**src/rtl/rf_wport_arbiter.sv**
```systemverilog
// rf_wport_arbiter
//   Shares the single register-file write port between the in-order writeback
//   stage (pipe) and a long-latency unit (lu: mul/div). lu results are queued in
//   a small FIFO. The pipe has priority. When the FIFO head has been denied
//   MAX_WAIT cycles in a row, a one-cycle pipe_stall is raised so the head drains.
//   A per-register busy scoreboard tracks lu destinations that are still in flight.
//   Decode queries it to detect hazards.
//
// Ports
//   i_clk, i_rst                      clock, synchronous active-high reset
//   i_pipe_wen/waddr/wdata            WB write request (waddr 0 is not a request)
//   i_lu_valid/lu_rd/lu_wdata         lu result; accepted when o_lu_ready
//   o_lu_ready                        FIFO has room (current occupancy only)
//   i_issue_valid/issue_rd            lu op issued; marks issue_rd busy
//   i_raddr1/2, o_busy1/2             scoreboard lookups for decode
//   o_pipe_stall                      WB must hold; its request is ignored
//   o_rf_wen/waddr/wdata              RegFile write port
//   o_fifo_count                      FIFO occupancy
module rf_wport_arbiter #(
    parameter int unsigned DEPTH    = 2,
    parameter int unsigned MAX_WAIT = 4
) (
    input  logic                     i_clk,
    input  logic                     i_rst,
    input  logic                     i_pipe_wen,
    input  logic [4:0]               i_pipe_waddr,
    input  logic [63:0]              i_pipe_wdata,
    input  logic                     i_lu_valid,
    output logic                     o_lu_ready,
    input  logic [4:0]               i_lu_rd,
    input  logic [63:0]              i_lu_wdata,
    input  logic                     i_issue_valid,
    input  logic [4:0]               i_issue_rd,
    input  logic [4:0]               i_raddr1,
    input  logic [4:0]               i_raddr2,
    output logic                     o_busy1,
    output logic                     o_busy2,
    output logic                     o_pipe_stall,
    output logic                     o_rf_wen,
    output logic [4:0]               o_rf_waddr,
    output logic [63:0]              o_rf_wdata,
    output logic [$clog2(DEPTH):0]   o_fifo_count
);

    localparam int unsigned PW = $clog2(DEPTH);
    localparam int unsigned CW = PW + 1;
    localparam int unsigned WW = $clog2(MAX_WAIT + 1);
    localparam logic [CW-1:0] DEPTH_C = CW'(DEPTH);
    localparam logic [WW-1:0] MAX_C   = WW'(MAX_WAIT);

    logic [4:0]    r_rd   [DEPTH];
    logic [63:0]   r_data [DEPTH];
    logic [PW-1:0] r_wptr;
    logic [PW-1:0] r_rptr;
    logic [CW-1:0] r_count;
    logic [WW-1:0] r_wait;
    logic          r_stall;
    logic [31:0]   r_busy;

    logic          w_empty;
    logic          w_push;
    logic          w_pop;
    logic          w_pipe_req;
    logic          w_grant_pipe;
    logic [4:0]    w_head_rd;
    logic [63:0]   w_head_data;
    logic [WW-1:0] w_wait_d;
    logic          w_stall_d;
    logic [31:0]   w_busy_d;

    assign w_empty     = (r_count == '0);
    assign w_head_rd   = r_rd[r_rptr];
    assign w_head_data = r_data[r_rptr];
    assign o_lu_ready  = (r_count < DEPTH_C);
    assign w_push      = i_lu_valid & o_lu_ready;

    // The pipe wins unless a stall is in force; a stall always coincides with a
    // non-empty FIFO, so whenever the pipe is not granted a waiting head pops.
    assign w_pipe_req   = i_pipe_wen & (i_pipe_waddr != 5'd0);
    assign w_grant_pipe = w_pipe_req & ~r_stall;
    assign w_pop        = ~w_empty & ~w_grant_pipe;

    always_comb begin
        o_rf_wen   = 1'b0;
        o_rf_waddr = 5'd0;
        o_rf_wdata = 64'd0;
        if (w_grant_pipe) begin
            o_rf_wen   = 1'b1;
            o_rf_waddr = i_pipe_waddr;
            o_rf_wdata = i_pipe_wdata;
        end else if (w_pop && (w_head_rd != 5'd0)) begin
            // A head targeting x0 still pops, just without a write.
            o_rf_wen   = 1'b1;
            o_rf_waddr = w_head_rd;
            o_rf_wdata = w_head_data;
        end
    end

    always_comb begin
        w_wait_d = r_wait;
        if (w_empty || w_pop) begin
            w_wait_d = '0;
        end else if (r_wait != MAX_C) begin
            w_wait_d = r_wait + WW'(1);
        end
    end

    assign w_stall_d = (w_wait_d == MAX_C) & ~w_pop;

    // Clear on pop first, then set on issue, so a same-cycle set wins.
    always_comb begin
        w_busy_d = r_busy;
        if (w_pop) begin
            w_busy_d[w_head_rd] = 1'b0;
        end
        if (i_issue_valid && (i_issue_rd != 5'd0)) begin
            w_busy_d[i_issue_rd] = 1'b1;
        end
    end

    assign o_busy1      = (i_raddr1 != 5'd0) & r_busy[i_raddr1];
    assign o_busy2      = (i_raddr2 != 5'd0) & r_busy[i_raddr2];
    assign o_pipe_stall = r_stall;
    assign o_fifo_count = r_count;

    always_ff @(posedge i_clk) begin
        if (i_rst) begin
            r_wptr  <= '0;
            r_rptr  <= '0;
            r_count <= '0;
            r_wait  <= '0;
            r_stall <= 1'b0;
            r_busy  <= '0;
        end else begin
            if (w_push) begin
                r_wptr <= r_wptr + PW'(1);
            end
            if (w_pop) begin
                r_rptr <= r_rptr + PW'(1);
            end
            r_count <= r_count + CW'(w_push) - CW'(w_pop);
            r_wait  <= w_wait_d;
            r_stall <= w_stall_d;
            r_busy  <= w_busy_d;
        end
    end

    // Storage needs no reset; pointers and count define what is valid.
    always_ff @(posedge i_clk) begin
        if (w_push) begin
            r_rd[r_wptr]   <= i_lu_rd;
            r_data[r_wptr] <= i_lu_wdata;
        end
    end

endmodule

```
**config.mk**
```make
export PLATFORM = sky130hd
export DESIGN_NAME = rf_wport_arbiter
export DESIGN_NICKNAME = d
export VERILOG_FILES = /design/src/rtl/rf_wport_arbiter.sv
export SDC_FILE = /design/constraint.sdc
export NUM_CORES = 1
export LEC_CHECK = 0
export ABC_CLOCK_PERIOD_IN_PS = 6100
export CAP_MARGIN = 20
export CORE_ASPECT_RATIO = 0.8
export CORE_MARGIN = 1
export CORE_UTILIZATION = 30
export DETAILED_ROUTE_END_ITERATION = 10
export PLACE_DENSITY_LB_ADDON = 0.15
export SYNTH_ARGS = -nofsm -noshare
export SYNTH_HDL_FRONTEND = slang
export SYNTH_SLANG_ARGS = --single-unit
```
**constraint.sdc**
```tcl
create_clock -name i_clk -period 6.1 [get_ports i_clk]
set_clock_uncertainty 0.1 [all_clocks]
set_input_delay 0.61 -clock i_clk [delete_from_list [all_inputs] [get_ports i_clk]]
set_output_delay 0.61 -clock i_clk [all_outputs]
set_load 0.005 [all_outputs]
```
# After elaboration in Yosys (flattened, before gate mapping)
# Memory sizes are Yosys's and may differ from the RTL's. A register that Yosys moved wholly into a read port is not among the register bits.
# Index checks and enable logic that the tools add are counted.
# word_totals
mem_bits_rw	138
in_bits	158
word_cells	71
mem_count	2
ff_bits	40
out_inout_bits	76
# memory_table
memory	depth	word_bits	read_ports	rd_ports_with_merged_regs	write_ports	line_no	rtl
r_data	2	64	1	1	1	52	logic [63:0] r_data [DEPTH];
r_rd	2	5	1	1	1	51	logic [4:0] r_rd [DEPTH];
# op_classes
reduce_logical	11
n_mux	24
bitwise	14
eq_ne	2
n_lt_le_gt_ge	7
addsub	5
# op_table
op	count
two-way mux 64 bit	2
two-way mux 32 bit	2
bitwise AND 32 bit	1
inverter 32 bit	1
OR 32 bit	1
nonzero test 5 bit	5
< comparator 5 x 6 -> 1 bit (second input constant)	4
two-way mux 1 bit	12
binary-select mux 1 bit (select 5 bit)	2
demux 1 bit (select 5 bit)	2
>= comparator 5 x 1 -> 1 bit (second input constant)	2
two-way mux 5 bit	2
bitwise AND 1 bit	7
two-way mux 3 bit	2
logical AND 1 bit	4
inverter 1 bit	4
adder 3 x 1 -> 3 bit (second input constant)	1
== test 3 bit (second input constant)	1
inequality test 3 bit (second input constant)	1
adder 1 bit (second input constant)	2
adder 2 x 1 -> 2 bit	1
zero test 2 bit	1
< comparator 2 bit (second input constant)	1
subtractor 2 x 1 -> 2 bit	1
logical OR 1 bit	1

# Longest topological paths before layout
# depth
depth_word	9
mapped_depth	7

# Worst setup path before layout
# OpenSTA, ideal clock, no wires.
# synth_timing
path_kind	input-to-reg
start	input i_lu_valid
end	memory r_data[0][0] (enable)
n_path_buf	0
path_stages	2
path_slack_ns	1.517
t_arrival_ns	3.978
required_time_ns	5.495
path_cell_list	nor2b_1 nor2b_1
# synth_via
elab_chain_cells	3
# synth_lines
element	line_no	rtl
from (decl)	28	input logic i_lu_valid,
bitwise AND 1 bit	75	assign w_push = i_lu_valid & o_lu_ready;
two-way mux 1 bit	150	if (w_push) begin
two-way mux 1 bit (not written as such)	152	r_data[r_wptr] <= i_lu_wdata;
to (decl)	52	
# Every way passes these cells.

# Worst setup path after layout
# layout_timing
start	input i_pipe_wen
end	output o_rf_wdata[52]
# layout_via
elab_chain_cells	7
# layout_lines
element	line_no	rtl
from (decl)	25	input logic i_pipe_wen,
bitwise AND 1 bit *	79	assign w_pipe_req = i_pipe_wen & (i_pipe_waddr != 5'd0);
bitwise AND 1 bit *	80	assign w_grant_pipe = w_pipe_req & ~r_stall;
inverter 1 bit	81	assign w_pop = ~w_empty & ~w_grant_pipe;
bitwise AND 1 bit	81	
logical AND 1 bit	91	end else if (w_pop && (w_head_rd != 5'd0)) begin
two-way mux 64 bit	91	
two-way mux 64 bit *	87	if (w_grant_pipe) begin
to (decl)	41	output logic [63:0] o_rf_wdata,
# Mark *: on every way between the ends. The rest lies on a longest branch, timed or not.

==> results.txt <==
Status: complete, no violations
CP Max Fanout: 67
Critical Path End Type: output port
Most used DFF post-synth: edfxtp_1
Sw frac: 28.10%
Least-Margin Pin Slew: 1.198 ns
Worst reg2reg path depth: 5
Via Count: 5,867
Synthesized area: 0.008004 sq mm
Met3 Use GR: 4.285%
Largest net degree at the start of global routing: 70
Sw Pwr: 1040 uW
Unrepaired setup endpoints after global routing: false
DRC Markers: 0
Pleak: 0.003720 uW
DRT antenna net count: 0
Longest Clk Path Bufs: 2
Critical Path RT: 5.39 ns
Flops & latches, synth: 178
Drt total wl: 21,220 um
Pwr Density: 326.9 mW/mm^2
Hold path endpoint: r_busy[14]
P_int: 2660 uW
Nets@finish: 1,030
Setup bufs post-CTS: 0
Power Total: 3699 uW
HP Class: register to register
Met1 usage: 22.17%
Worst Path Arrival: 3.42 ns
Die span in x: 184.6 um
GRT busiest layer: met2
Peak supply drop: 0.1731 mV
Final hold violation count: 0
Final min period: 4.132 ns
CTS buffer count: 17
Tcrit/Tclk final: 67.74%
Setup violations, final: 0
Vias in the first global route: 5,431
Global-route wire length before repair: 31,510 um
GRT Total Usage: 15.45%
H-tree levels: 4
Met2 usage: 22.89%
Setup WS post-layout: 1.968 ns
Dpl hpwl: 14,770 um
Hold Startpoint: r_busy[14]
Clk_lat worst skew: 0.43 ns
IO buf count: 233
Synth async-reset ratio: 0%
Sequential share of the synthesized area: 61.78%
Starting Density: 30.48%
Total core area: 0.02626 sq mm
Syn_nets: 812
Sequential Power Share: 41.8%
Max-cap viol count: 0
Initial antenna violation count: 0
Via density: 4.735
Antenna Cells: 0
I/O Pins: 234
Ys Warns: 0
Rel. slew slack: 20.10%
Wire per inst: 17.13 um
Setup WS pre-CTS: 1.950 ns
CTS root buf: clkbuf_16
Hold depth: 2
Number of gates resized after CTS: 0
Reg2Reg Setup Slack: 3.65 ns
Worst reg2reg path startpoint: o_pipe_stall
Iteration-0 DRC count of the detailed router: 450
Clock share of power: 32.5%
Gpl congestion: 0.8038
Achievable Freq: 242.0 MHz
Worst R2R End: r_busy[18]
Post-synth EDFFs: 138
Share of cells above drive strength 1: 6.803%
Clock transition at path regs: 0.07 ns
DR pass1 iterations: 5
Overflow after GRT: 0
Max-slew violation count: 0
Synth cell types: 38
Area delta synth->final: 41.39%
CTS tree: done
Site Rows: 53
Fin Setup TNS: 0 ns
Comb pwr share: 25.7%
Die Y: 148.1 um
Die Area: 0.02734 sq mm
Cells after Synth: 651
Mapped Avg Cell Area: 12.29 sq um
Clock Sinks: 178
Setup CP Type: input pin to output port
Startpoint Class: input pin
# hold bufs at CTS: 0
==> state kept, by name, indices dropped and copies added, names as in the netlist, named ones only <==
register and count:
r_wptr 1, r_rptr 1, o_fifo_count 2, r_data 128, r_rd 10, r_busy 31, o_pipe_stall 1, r_wait 3
==> cell usage in the layout (no fill, tap or decap), drive strengths merged, types with 4 or more instances in the layout <==
cell	instances
o21ai	73
nand2	113
dfxtp	40
nor3	6
buf	7
inv	10
edfxtp	138
clkinv	5
nand2b	4
clkdlybuf4s50	233
nor3b	8
mux2i	70
nor2	24
bufinv	5
a21oi	40
o41ai	31
clkbuf	17
nor2b	8
mux2	4
mux4	14
==> cells by family (layout without fill, tap and decap cells) <==
kind of cell	count (synthesis)	in the layout	synth area share, %
compound gates	157	157	11.91
xor+xnor	3	3	0.3283
fa+ha+maj	3	3	0.4690
buf+inv	47	278	2.704
flops	178	178	61.78
mux	88	88	13.26
simple gates	175	175	9.552
==> synthesized netlist by cell type, types with 2 or more instances <==
library cell    n  area share, %
a21oi_1        40            2.5
a32oi_1         3           0.33
and2_1          2           0.16
and3b_1         3           0.33
buf_1           5           0.23
buf_2          14           0.88
buf_6           3           0.42
clkbuf_1       19           0.89
dfxtp_1        40             10
edfxtp_1      138             52
ha_1            3           0.47
inv_1           6           0.28
mux2_2          3           0.42
mux2i_1        70            8.8
mux4_2         14            3.9
nand2_1       113            5.3
nand2b_1        4           0.31
nand3_1         2           0.13
nor2_1         24            1.1
nor2b_1         8           0.63
nor3_1          6           0.38
nor3b_1         8           0.75
o2111a_1        2           0.28
o211ai_1        3           0.28
o21ai_1        72            4.5
o41ai_1        31            3.4
or2_1           2           0.16
xnor2_1         3           0.33
==> final cells by class <==
| class | instances | area, sq um |
|---|---|---|
| fillers | 2476 | 14940 |
| multi-input cells | 426 | 2860 |
| inverters | 6 | 22.52 |
| clock inverters | 15 | 229.0 |
| clock buffers | 17 | 425.4 |
| flip-flops and latches | 178 | 4949 |
| well taps | 357 | 446.7 |
| repair buffers | 240 | 2385 |
==> stage by stage <==
| stage | hold WS (ns) | area [sq um] | util [%] | std cells |
|---|---|---|---|---|
| global placement | 0.3648 | 10660 | 40.60 | 1207 |
| global route | 0.3886 | 11320 | 43.10 | 1239 |
| floorplan | 0.3469 | 8004 | - | 651 |
| CTS | 0.3739 | 11320 | 43.10 | 1239 |
| finish | 0.3793 | 11320 | 43.10 | 1239 |
| detailed placement | 0.3653 | 10660 | 40.60 | 1207 |
==> worst max-delay path by stage <==
stage                from             end  slack, ns  cells after the start
6_report       i_pipe_wen  o_rf_wdata[52]       1.97                      7
5_1_grt        i_pipe_wen  o_rf_wdata[14]       1.75                      7
4_1_cts        i_pipe_wen  o_rf_wdata[39]       1.95                      7
3_5_place_dp   i_pipe_wen  o_rf_wdata[39]       1.95                      7
3_3_place_gp   i_pipe_wen  o_rf_wdata[46]       1.99                      7
2_1_floorplan  i_lu_valid    r_data[0][0]       1.52                      2
==> power by group through the flow <==
| stage | registers (uW) | clock network (uW) | logic [uW] |
|---|---|---|---|
| 3_5_place_dp | 1580 | 0 | 960 |
| 6_report | 1550 | 1200 | 949 |
| 5_1_grt | 1560 | 1280 | 1030 |
| 4_1_cts | 1550 | 1230 | 964 |
| 2_1_floorplan | 1550 | 0 | 495 |
| 3_3_place_gp | 1570 | 0 | 966 |
==> critical path, cell delays in order <==
cell,delay (ns)
clkdlybuf4s50_1,0.45
nor2b_1,0.44
o21a_4,0.71
buf_4,0.47
nand2_1,0.09
o21ai_1,0.08
clkdlybuf4s50_1,0.52
==> per-layer routing <==
layer | part of all wire, % | vias up
li1 | - | 2896
met1 | 48 | 2768
met2 | 44 | 188
met3 | 6.3 | 15
met4 | 0.88 | 0
met5 | 0 | -
Note: power is estimated with default switching activity, not from simulation.
